<file path="src/rtl/e4m3_add_scheduler.sv">
// Operand/result buffering around an external pipelined e4m3 adder.
// Credit-based issue reserves a result slot for every pair sent into the adder.
module e4m3_add_scheduler #(
  parameter int IN_DEPTH    = 4,
  parameter int RES_DEPTH   = 4,
  parameter int ADD_LATENCY = 2
) (
  input  logic       clock,
  input  logic       reset,
  input  logic       in_valid,
  output logic       in_ready,
  input  logic [7:0] in_a,
  input  logic [7:0] in_b,
  output logic [7:0] add_a,
  output logic [7:0] add_b,
  input  logic [7:0] add_y,
  output logic       out_valid,
  input  logic       out_ready,
  output logic [7:0] out_y,
  output logic       busy
);

  localparam int IW = $clog2(IN_DEPTH);
  localparam int RW = $clog2(RES_DEPTH);
  localparam int OW = $clog2(ADD_LATENCY + RES_DEPTH + 1);
  localparam logic [IW:0] IN_FULL = (IW + 1)'(IN_DEPTH);
  localparam logic [OW-1:0] RES_LIM = OW'(RES_DEPTH);

  logic [7:0]       in_a_mem_r [IN_DEPTH];
  logic [7:0]       in_b_mem_r [IN_DEPTH];
  logic [IW-1:0]    in_wptr_r;
  logic [IW-1:0]    in_rptr_r;
  logic [IW:0]      in_count_r;

  logic [ADD_LATENCY-1:0] pipe_r;
  logic [7:0]       add_a_r;
  logic [7:0]       add_b_r;

  logic [7:0]       res_mem_r [RES_DEPTH];
  logic [RW-1:0]    res_wptr_r;
  logic [RW-1:0]    res_rptr_r;
  logic [RW:0]      res_count_r;

  logic             accept_s;
  logic             issue_s;
  logic             capture_s;
  logic             pop_s;
  logic [OW-1:0]    outstanding_s;

  // Handshake and credit decode from registered state only.
  always_comb begin
    outstanding_s = OW'(res_count_r);
    for (int i = 0; i < ADD_LATENCY; i++) begin
      outstanding_s = outstanding_s + OW'(pipe_r[i]);
    end
    in_ready  = (in_count_r != IN_FULL);
    out_valid = (res_count_r != (RW + 1)'(0));
    out_y     = res_mem_r[res_rptr_r];
    accept_s  = in_valid & in_ready;
    issue_s   = (in_count_r != (IW + 1)'(0)) & (outstanding_s < RES_LIM);
    capture_s = pipe_r[ADD_LATENCY-1];
    pop_s     = out_valid & out_ready;
    busy      = (in_count_r != (IW + 1)'(0)) | (|pipe_r) | (res_count_r != (RW + 1)'(0));
    add_a     = add_a_r;
    add_b     = add_b_r;
  end

  // Operand FIFO storage and pointers.
  always_ff @(posedge clock or posedge reset) begin
    if (reset) begin
      for (int i = 0; i < IN_DEPTH; i++) begin
        in_a_mem_r[i] <= 8'h00;
        in_b_mem_r[i] <= 8'h00;
      end
      in_wptr_r <= IW'(0);
      in_rptr_r <= IW'(0);
    end else begin
      if (accept_s) begin
        in_a_mem_r[in_wptr_r] <= in_a;
        in_b_mem_r[in_wptr_r] <= in_b;
        in_wptr_r             <= in_wptr_r + IW'(1);
      end
      if (issue_s) begin
        in_rptr_r <= in_rptr_r + IW'(1);
      end
    end
  end

  // Operand FIFO occupancy, net of same-edge accept and issue.
  always_ff @(posedge clock or posedge reset) begin
    if (reset) begin
      in_count_r <= (IW + 1)'(0);
    end else begin
      case ({accept_s, issue_s})
        2'b10:   in_count_r <= in_count_r + (IW + 1)'(1);
        2'b01:   in_count_r <= in_count_r - (IW + 1)'(1);
        default: in_count_r <= in_count_r;
      endcase
    end
  end

  // Adder operand registers hold the last issued pair while idle.
  always_ff @(posedge clock or posedge reset) begin
    if (reset) begin
      add_a_r <= 8'h00;
      add_b_r <= 8'h00;
    end else if (issue_s) begin
      add_a_r <= in_a_mem_r[in_rptr_r];
      add_b_r <= in_b_mem_r[in_rptr_r];
    end else begin
      add_a_r <= add_a_r;
      add_b_r <= add_b_r;
    end
  end

  // Valid pipe tracking which adder stages carry an issued pair.
  always_ff @(posedge clock or posedge reset) begin
    if (reset) begin
      pipe_r <= '0;
    end else begin
      pipe_r[0] <= issue_s;
      for (int i = 1; i < ADD_LATENCY; i++) begin
        pipe_r[i] <= pipe_r[i-1];
      end
    end
  end

  // Result FIFO storage and pointers; credits guarantee a free slot on capture.
  always_ff @(posedge clock or posedge reset) begin
    if (reset) begin
      for (int i = 0; i < RES_DEPTH; i++) begin
        res_mem_r[i] <= 8'h00;
      end
      res_wptr_r <= RW'(0);
      res_rptr_r <= RW'(0);
    end else begin
      if (capture_s) begin
        res_mem_r[res_wptr_r] <= add_y;
        res_wptr_r            <= res_wptr_r + RW'(1);
      end
      if (pop_s) begin
        res_rptr_r <= res_rptr_r + RW'(1);
      end
    end
  end

  // Result FIFO occupancy, net of same-edge capture and pop.
  always_ff @(posedge clock or posedge reset) begin
    if (reset) begin
      res_count_r <= (RW + 1)'(0);
    end else begin
      case ({capture_s, pop_s})
        2'b10:   res_count_r <= res_count_r + (RW + 1)'(1);
        2'b01:   res_count_r <= res_count_r - (RW + 1)'(1);
        default: res_count_r <= res_count_r;
      endcase
    end
  end

endmodule

</file>
<file path="config.mk">
export PLATFORM = sky130hd
export DESIGN_NAME = e4m3_add_scheduler
export DESIGN_NICKNAME = d
export VERILOG_FILES = /design/src/rtl/e4m3_add_scheduler.sv
export SDC_FILE = /design/constraint.sdc
export NUM_CORES = 1
export LEC_CHECK = 0
export ABC_AREA = 1
export BUFFER_PORTS_ARGS = -buffer_cell sky130_fd_sc_hd__buf_2
export CORE_MARGIN = 2
export CORE_UTILIZATION = 41
export CTS_CLUSTER_SIZE = 30
export DETAILED_ROUTE_END_ITERATION = 7
export GPL_TIMING_DRIVEN = 0
export PLACE_DENSITY_LB_ADDON = 0.12
export SETUP_SLACK_MARGIN = 0.3
export SLEW_MARGIN = 15
export SYNTH_ARGS = -nofsm -noshare
export SYNTH_HDL_FRONTEND = slang
export SYNTH_SLANG_ARGS = --single-unit
export TNS_END_PERCENT = 30
</file>
<file path="constraint.sdc">
create_clock -name clock -period 4.8 [get_ports clock]
set_clock_uncertainty 0.1 [all_clocks]
set_input_delay 0.24 -clock clock [delete_from_list [all_inputs] [get_ports clock]]
set_output_delay 0.24 -clock clock [all_outputs]
set_load 0.005 [all_outputs]
</file>
==> metrics.cfg <==
[pwr]
clkPwrFrac_pct=21.8
leakagePower_uw=0.00364
sw_frac_of_total_pct=41.0
p_switching_uw=2190
ir_worst_vdd_uv=342
p_int_uw=3140
p_comb_share_pct=43.1
p_per_area_mw_per_mm2=747
seqPwrFrac_pct=35.2
p_total_uw=5330

[clock_network]
cts_setup_buffers=0
clockBufferDepth=2
insertion_delay_ns=0.42
clk_pin_slew_ns=0.05
root_buffer=clkbuf_16
cts_sinks=128
tritoncts=built
htree_levels=4
cts_inserted_buffers=17
cts_resized=0

[layout]
fin_area_mm2=0.00714
nNetsFinal=845
finalNonFillerCells=997
areaGrowthSynthToFinish_pct=20.1
drive_above_1_share_pct=14.7
diodes=0
final_common_cell=nand2_1
fin_util_pct=50.8
final_cell_mix=nand2_1 (227), dfrtp_1 (128), o21ai_0 (117)

[logic_synthesis]
netlist.area_leader.share_pct=53.9
ys_ff_latch=128
yosysSeqAreaShare_pct=53.9
synth.distinct_cells=23
netlist_area_mm2=0.00594
syn-num-nets=758
syn_area_per_cell_um2=8.29
syn_inst=717
yosys-top-cells-area=dfrtp_1 (54%), nand2_1 (14%), o21ai_0 (9.9%)
yosys_warnings=0
yosysTopAreaCell=dfrtp_1

[placed_design]
pre_cts_slack_ns=2.16
dpl_cell_area_mm2=0.00647
gp_congestion=0.804
hpwl_um=10500
placed_cells=952
io_buffers=54

[run_status]
status=complete, no violations

[setup_path]
critPathArrivalTime_ns=2.83
crit_family=adder cells
path_cells=ha_1, nand2_1, nand2_1, nand3_1, nand3_4, buf_6, inv_1, ha_1, fa_1, a21oi_1, o21ai_0, xnor2_1
cp_max_fo=10
cpMaxStageDelayCell=dfrtp_1
crit_buf_inv=2
critPathKind=reg2reg
worst-endpoint-required_ns=5.00
cp-end-kind=flop
startpoint_type=flop
slowest_delay_ns=0.40

[global_route]
use_met2_pct=33.4
grt_use_met1_pct=27.9
globalRouteMet3Util_pct=5.37
grt_pass1_wl_um=25500
antenna_found_initial=0
grt_pass1_vias=4941
grt_usage_pct=20.8
grt_start_max_net_pins=66
grt_overflow=0
top_usage_layer=met2

[sta]
min_period_over_period_pct=55.0
fmax_mhz=379
period_minus_slack_ns=2.64
slew_viol_final=0
worst_slew_pin_slew_ns=0.601
final-hold-violation-count=0
relSlewSlack_pct=59.9
final-setup-viol-count=0
postLayoutSetupSlackWorst_ns=2.16
rsz0062_at_grt=no

[detailed_routing]
num_vias=5028
wl_per_cell_um=15.4
postRouteAntennaNets=0
finalWirelength_um=15400
routed_via_density=5.04
drtPass1Iterations=5
drcViolationCount=0
drt-initial-drc-count=388

[floorplanning]
initial_core_util_pct=42.3
core_mm2=0.0140
placementRows=43
dieWidth_um=124
die_h_um=124
die_area_mm2=0.0155
top_level_ports=55

[min_path]
min_path_type=in2reg

[job]
maxCapViolations=0

[area by class of cell]
| class | count | area [µm²] |
|---|---|---|
| Clock inverter | 10 | 62.6 |
| Inverter | 96 | 365 |
| Clock buffer | 22 | 474 |
| Sequential cell | 128 | 3200 |
| Multi-Input combinational cell | 460 | 2190 |
| Tap cell | 180 | 225 |
| Buffer | 33 | 184 |
| Timing Repair Buffer | 68 | 428 |
| Fill cell | 1340 | 6910 |
[registers in the layout, summed over array words and instances, names as in the netlist]
name	count
res_wptr_r	2
pipe_r	2
in_count_r	3
res_mem_r	32
res_rptr_r	2
in_rptr_r	2
add_b	8
res_count_r	3
in_a_mem_r	32
add_a	8
in_wptr_r	2
in_b_mem_r	32
[stage by stage]
step / setup TNS (ns) / hold WS [ns]
floorplan: 0 / 0.261
global placement: -57.15 / 0.287
detailed placement: 0 / 0.264
CTS: 0 / 0.0000934
global route: 0 / 0.0112
finish: 0 / 0.00614
[worst min-delay path: cells and delay by family]
kind	cells	cell delay [ns]
compound gates	1	0.06
buf+inv	1	0.13
simple gates	1	0.05
[synthesized netlist by cell type, drive strengths merged]
cell / number
inv: 96
xor2: 4
o22ai: 8
fa: 2
buf: 26
a21oi: 4
nor3: 1
nand2: 228
o21ai: 117
clkbuf: 7
ha: 11
dfrtp: 128
xnor2: 3
nand3: 56
nor2: 26
[power groups by stage]
stage	clock, µW	sequential (µW)	combinational (µW)
6_report	1160	1870	2300
4_1_cts	1190	1880	2310
2_1_floorplan	0	1830	1600
5_1_grt	1230	1930	2630
3_3_place_gp	0	1870	2220
3_5_place_dp	0	1890	2290
[what timing repair did]
| item | 4_1_cts | 5_1_grt |
|---|---|---|
| hold endpoints to repair | 106 | 0 |
| hold buffers | 13 | 0 |
| setup endpoints to repair | 0 | 0 |
[kinds of logic (layout without fill, tap and decap cells)]
logic type	count (synthesis)	count (layout)	synth area share, %
adder cells (fa/ha/maj)	13	13	2.99
AND/OR/NAND/NOR	311	311	21.9
AO/OA/AOI/OAI	129	129	11.0
buffers and inverters	129	229	9.16
flip-flops	128	128	53.9
XOR/XNOR	7	7	1.03
[routing by layer]
layer | wire, µm | vias up
met1 | 7040 | 2444
met5 | 0 | -
met2 | 7350 | 144
met4 | 155 | 0
li1 | - | 2423
met3 | 841 | 17
[worst paths after layout]
kind | slack (ns) | endpoint | from | depth (start not counted)
setup / recovery | 2.16 | in_count_r[2]$_DFFE_PP0P_ | res_count_r[0]$_DFFE_PP0P_ | 12
hold / removal | 0.006 | in_a_mem_r[18]$_DFFE_PP0P_ | in_a[2] | 3
setup reg to reg | 2.16 | in_count_r[2]$_DFFE_PP0P_ | res_count_r[0]$_DFFE_PP0P_ | 12
hold reg to reg | 0.30 | pipe_r[1]$_DFF_PP0_ | pipe_r[0]$_DFF_PP0_ | 0
max in group asynchronous | 3.53 | in_b_mem_r[4]$_DFFE_PP0P_ | reset | 4
min in group asynchronous | 0.34 | pipe_r[1]$_DFF_PP0_ | reset | 3
Power figures use the tool's default switching activity.
